==> src/rtl/result_collector.sv <==
// result_collector: captures done_sig-qualified product words into a circular
// buffer and presents them on a valid/ready stream through a registered output
// stage. Overflowing results are dropped and counted.
// Optional feature macro: RESULT_COLLECTOR_SUM_EN adds a saturating running sum
// of accepted results on port result_sum.
module result_collector #(
   parameter int unsigned DEPTH = 8,
   parameter int unsigned DW    = 16
) (
   input  logic                     clk,
   input  logic                     rst,
   input  logic                     clear,
   input  logic                     done_sig,
   input  logic [DW-1:0]            product,
   output logic                     out_valid,
   input  logic                     out_ready,
   output logic [DW-1:0]            out_data,
   output logic [$clog2(DEPTH):0]   level,
   output logic                     overflow,
   output logic [7:0]               drop_cnt
`ifdef RESULT_COLLECTOR_SUM_EN
   ,
   output logic [23:0]              result_sum
`endif
);

   localparam int unsigned AW = $clog2(DEPTH);

   typedef enum logic [0:0] {IDLE, VALID} state_t;

   logic [DW-1:0] mem_q [DEPTH];
   logic [AW:0]   wr_ptr_q, rd_ptr_q;
   logic [AW:0]   level_w;
   logic          empty_w, full_w;
   logic          pop_w, push_w, drop_w;

   state_t        state_q;
   logic          out_valid_q;
   logic [DW-1:0] out_data_q;
   logic          overflow_q;
   logic [7:0]    drop_cnt_q;

   // Occupancy and the per-edge write/pop/drop decisions
   always_comb begin
      level_w = wr_ptr_q - rd_ptr_q;
      empty_w = (level_w == '0);
      full_w  = (level_w == (AW+1)'(DEPTH));
      pop_w   = !empty_w && ((state_q == IDLE) || out_ready);
      push_w  = done_sig && (!full_w || pop_w);
      drop_w  = done_sig && full_w && !pop_w;
   end

   // Buffer storage; contents are not reset, only pointers are
   always_ff @(posedge clk) begin
      if (!rst && !clear && push_w)
         mem_q[wr_ptr_q[AW-1:0]] <= product;
   end

   // Write and read pointers, one extra MSB separates full from empty
   always_ff @(posedge clk or posedge rst) begin
      if (rst) begin
         wr_ptr_q <= '0;
         rd_ptr_q <= '0;
      end else if (clear) begin
         wr_ptr_q <= '0;
         rd_ptr_q <= '0;
      end else begin
         if (push_w) wr_ptr_q <= wr_ptr_q + 1'b1;
         if (pop_w)  rd_ptr_q <= rd_ptr_q + 1'b1;
      end
   end

   // Output FSM with registered valid/data
   always_ff @(posedge clk or posedge rst) begin
      if (rst) begin
         state_q     <= IDLE;
         out_valid_q <= 1'b0;
         out_data_q  <= '0;
      end else if (clear) begin
         state_q     <= IDLE;
         out_valid_q <= 1'b0;
      end else begin
         case (state_q)
            IDLE: begin
               if (!empty_w) begin
                  out_data_q  <= mem_q[rd_ptr_q[AW-1:0]];
                  out_valid_q <= 1'b1;
                  state_q     <= VALID;
               end
            end
            VALID: begin
               if (out_ready) begin
                  if (!empty_w) begin
                     out_data_q <= mem_q[rd_ptr_q[AW-1:0]];
                  end else begin
                     out_valid_q <= 1'b0;
                     state_q     <= IDLE;
                  end
               end
            end
            default: begin
               state_q     <= IDLE;
               out_valid_q <= 1'b0;
            end
         endcase
      end
   end

   // Sticky overflow flag and saturating drop counter
   always_ff @(posedge clk or posedge rst) begin
      if (rst) begin
         overflow_q <= 1'b0;
         drop_cnt_q <= '0;
      end else if (clear) begin
         overflow_q <= 1'b0;
         drop_cnt_q <= '0;
      end else if (drop_w) begin
         overflow_q <= 1'b1;
         if (drop_cnt_q != 8'hFF) drop_cnt_q <= drop_cnt_q + 8'd1;
      end
   end

`ifdef RESULT_COLLECTOR_SUM_EN
   logic [23:0] sum_q;
   logic [24:0] sum_add_w;

   // Running sum of accepted words with carry-out detection
   always_comb begin
      sum_add_w = {1'b0, sum_q} + 25'(product);
   end

   // Saturating accumulator, updated only on accepted writes
   always_ff @(posedge clk or posedge rst) begin
      if (rst) begin
         sum_q <= '0;
      end else if (clear) begin
         sum_q <= '0;
      end else if (push_w) begin
         sum_q <= sum_add_w[24] ? '1 : sum_add_w[23:0];
      end
   end

   assign result_sum = sum_q;
`endif

   assign out_valid = out_valid_q;
   assign out_data  = out_data_q;
   assign level     = level_w;
   assign overflow  = overflow_q;
   assign drop_cnt  = drop_cnt_q;

endmodule

==> config.mk <==
export PLATFORM = sky130hd
export DESIGN_NAME = result_collector
export DESIGN_NICKNAME = d
export VERILOG_FILES = /design/src/rtl/result_collector.sv
export SDC_FILE = /design/constraint.sdc
export NUM_CORES = 1
export LEC_CHECK = 0
export BUFFER_PORTS_ARGS = -buffer_cell sky130_fd_sc_hd__buf_2
export CAP_MARGIN = 20
export CORE_MARGIN = 5
export CORE_UTILIZATION = 40
export CTS_CLUSTER_DIAMETER = 150
export CTS_CLUSTER_SIZE = 8
export DETAILED_ROUTE_END_ITERATION = 10
export HOLD_SLACK_MARGIN = 0.1
export PLACE_DENSITY = 0.67
export RECOVER_POWER = 25
export SLEW_MARGIN = 20
export SYNTH_ARGS = -nofsm -noshare
export SYNTH_HDL_FRONTEND = slang
export SYNTH_SLANG_ARGS = --single-unit
==> constraint.sdc <==
create_clock -name clk -period 4.28 [get_ports clk]
set_input_delay 0.642 -clock clk [delete_from_list [all_inputs] [get_ports clk]]
set_output_delay 0.642 -clock clk [all_outputs]
set_load 0.02 [all_outputs]
==> results.json <==
{
  "ys.flop_type": "edfxtp_1",
  "globalRouteMet1Util_pct": 18.3,
  "worstPathRequired_ps": 4620,
  "cts-root-buf": "clkbuf_16",
  "cts_tree": "done",
  "synthMostInstantiatedCell": "edfxtp_1",
  "ir_drop_v": 0.000359,
  "critPathMaxFanout": 15,
  "final-hold-violation-count": 0,
  "clkLatencyLatePin_ps": 420,
  "clk_pin_slew_ps": 60,
  "period_minus_slack_ps": 3290,
  "firstDrtPassIters": 4,
  "clkPwrFrac_pct": 33.9,
  "final_area_um2": 7680,
  "syn_inst": 370,
  "slew_headroom_pct": 53.5,
  "grt_use_met2_pct": 23.1,
  "hpwlAfterDp_mm": 7.32,
  "drive_gt1_share_pct": 28.3,
  "fin_hold_ws_ps": 345,
  "yosysTopAreaCell": "edfxtp_1",
  "post-place-ws_ps": 1030,
  "syn2layout_area_growth_pct": 18.2,
  "p_int_mw": 3.09,
  "fp.dieArea_um2": 18900,
  "vias": 3444,
  "tns_ps": 0,
  "die_w_um": 137,
  "overflow": 0,
  "postCtsHoldBufs": 0,
  "ys_seq_elements": 163,
  "clockBufferDepth": 2,
  "grt_pass1_wl_mm": 19.5,
  "core_area_um2": 15900,
  "drtAntennaViolNets": 0,
  "grt_pass1_vias": 3469,
  "status": "complete, no violations",
  "ios": 51,
  "powerDensity_nw_per_um2": 566,
  "post_cts_resized": 0,
  "row_count": 46,
  "clock_skew_ps": 7.10,
  "mappedNetlistArea_um2": 6500,
  "comb_power_share_pct": 22.8,
  "end_kind": "flop",
  "stdcell_count": 665,
  "grt_use_met3_pct": 4.20,
  "seqPwrFrac_pct": 43.3,
  "synth_top_area_share_pct": 59.1,
  "power_mw": 4.35,
  "layout_setup_ws_ps": 987,
  "start_util_pct": 40.9,
  "fin_util_pct": 48.4,
  "yosys-top-cells-count": "edfxtp_1, dfrtp_1, mux4_2",
  "path_class": "flop to flop",
  "hold_class": "input port to asynchronous set/reset pin",
  "final-max-slew-violation-count": 0,
  "finalNetCount": 464,
  "synthTopCellsByArea": "edfxtp_1, dfrtp_1, mux4_2",
  "antenna_found_initial": 0,
  "die_y_um": 137,
  "num_antenna_cells": 0,
  "grtUsageTotal_pct": 14.2,
  "dp_cells": 633,
  "crit_path_start_kind": "flop",
  "drc": 0,
  "drt_iter0_markers": 206,
  "cts_buffers": 17,
  "gp_congestion": 0.772,
  "switching_share_pct": 28.9,
  "synth_edf_count": 128,
  "cp.arrival_ps": 3630,
  "viasPerCell": 5.18,
  "async_flop_share_pct": 21.5,
  "synth_area_per_cell_um2": 17.6,
  "post_cts_buffers": 0,
  "post-route-period-util_pct": 76.9,
  "dpl_cell_area_um2": 7120,
  "grt_max_degree": 37,
  "synth_nets": 398,
  "net-switching-power_mw": 1.26,
  "worstMarginPinSlew_ps": 697,
  "setup-violations-final": 0,
  "wl_per_cell_um": 18.3,
  "io_buffers": 50,
  "yosys_warnings": 0,
  "timing.fmax_ghz": 0.304,
  "cts_sinks": 163,
  "wl_mm": 12.2,
  "rsz0062_at_grt": "false",
  "max_cap_viol_count": 0,
  "cts.htree.levels": 4,
  "cellLeakagePower_nw": 2.77,
  "synth-seq-area-share_pct": 72.6,
  "top_usage_layer": "met2",
  "ys_types": 35
}
[kinds of logic after synthesis]
logic type,Yosys count,synth area share (%)
adder cells (fa/ha/maj),7,1.46
buffers and inverters,28,1.77
XOR/XNOR,6,0.809
multiplexers,49,13.7
AND/OR/NAND/NOR,66,5.18
flip-flops,163,72.6
AO/OA/AOI/OAI,51,4.45
[metal layers]
metal | vias up | part of all wire, %
li1 | 1607 | -
met1 | 1746 | 42
met2 | 77 | 51
met3 | 14 | 5.6
met4 | 0 | 1.3
met5 | - | 0
[cell type report]
class	instances	area (µm²)
Fill cell	1358	8200
Sequential cell	163	4720
Multi-Input combinational cell	179	1720
Clock buffer	18	429
Timing Repair Buffer	65	347
Tap cell	216	270
Clock inverter	14	154
Inverter	10	37.5
[power by group through the flow]
| stage | registers, mW | clock network, mW | logic [mW] |
|---|---|---|---|
| 2_1_floorplan | 2.00 | 0 | 0.626 |
| 3_3_place_gp | 1.91 | 0 | 0.996 |
| 3_5_place_dp | 1.92 | 0 | 1.01 |
| 4_1_cts | 1.88 | 1.51 | 1.02 |
| 5_1_grt | 1.90 | 1.59 | 1.10 |
| 6_report | 1.88 | 1.48 | 0.992 |
[flip-flops by register name, indices dropped and copies added (netlist names)]
| name | cells |
|---|---|
| state_q | 1 |
| out_valid | 1 |
| out_data | 16 |
| overflow | 1 |
| mem_q | 128 |
| rd_ptr_q | 4 |
| drop_cnt | 8 |
| wr_ptr_q | 4 |
[final timing paths]
| check | end | slack (ps) | start | cells after the start |
|---|---|---|---|---|
| max | drop_cnt[5] | 990 | wr_ptr_q[0] | 9 |
| min | out_data[8] | 340 | rst | 3 |
| max reg2reg | drop_cnt[5] | 990 | wr_ptr_q[0] | 9 |
| min reg2reg | out_data[0] | 480 | out_data[0] | 2 |
| max in group asynchronous | rd_ptr_q[0] | 3570 | rst | 3 |
| min in group clk | out_data[0] | 480 | out_data[0] | 2 |
[placed cells by master (no fill, tap or decap), types with 2 or more instances in the layout]
cell         n
dfrtp_1     34
nand2_1     23
inv_6        3
clkbuf_1    14
nor3_2       4
xnor2_1      3
bufinv_16    2
nand3_1      6
nor2_1       8
nor4_2       4
xor2_1       3
o21ai_0     22
o31ai_1      5
clkinv_2     2
edfxtp_1   128
inv_1        9
mux4_2      32
buf_4       15
or4_1        4
clkbuf_16   17
ha_1         6
nand4_1      3
and3_1       2
a21oi_1     17
clkinv_4     4
or3_1        7
mux2i_1     17
buf_2       37
[worst max-delay path, stage by stage (launching register included)]
cell	delay, ps
dfrtp_1	450
inv_1	220
ha_1	200
inv_1	50
fa_1	370
xor2_1	160
or3_1	430
or4_4	620
or4_1	530
a21oi_1	170
Note: power is estimated with default switching activity, not from simulation.
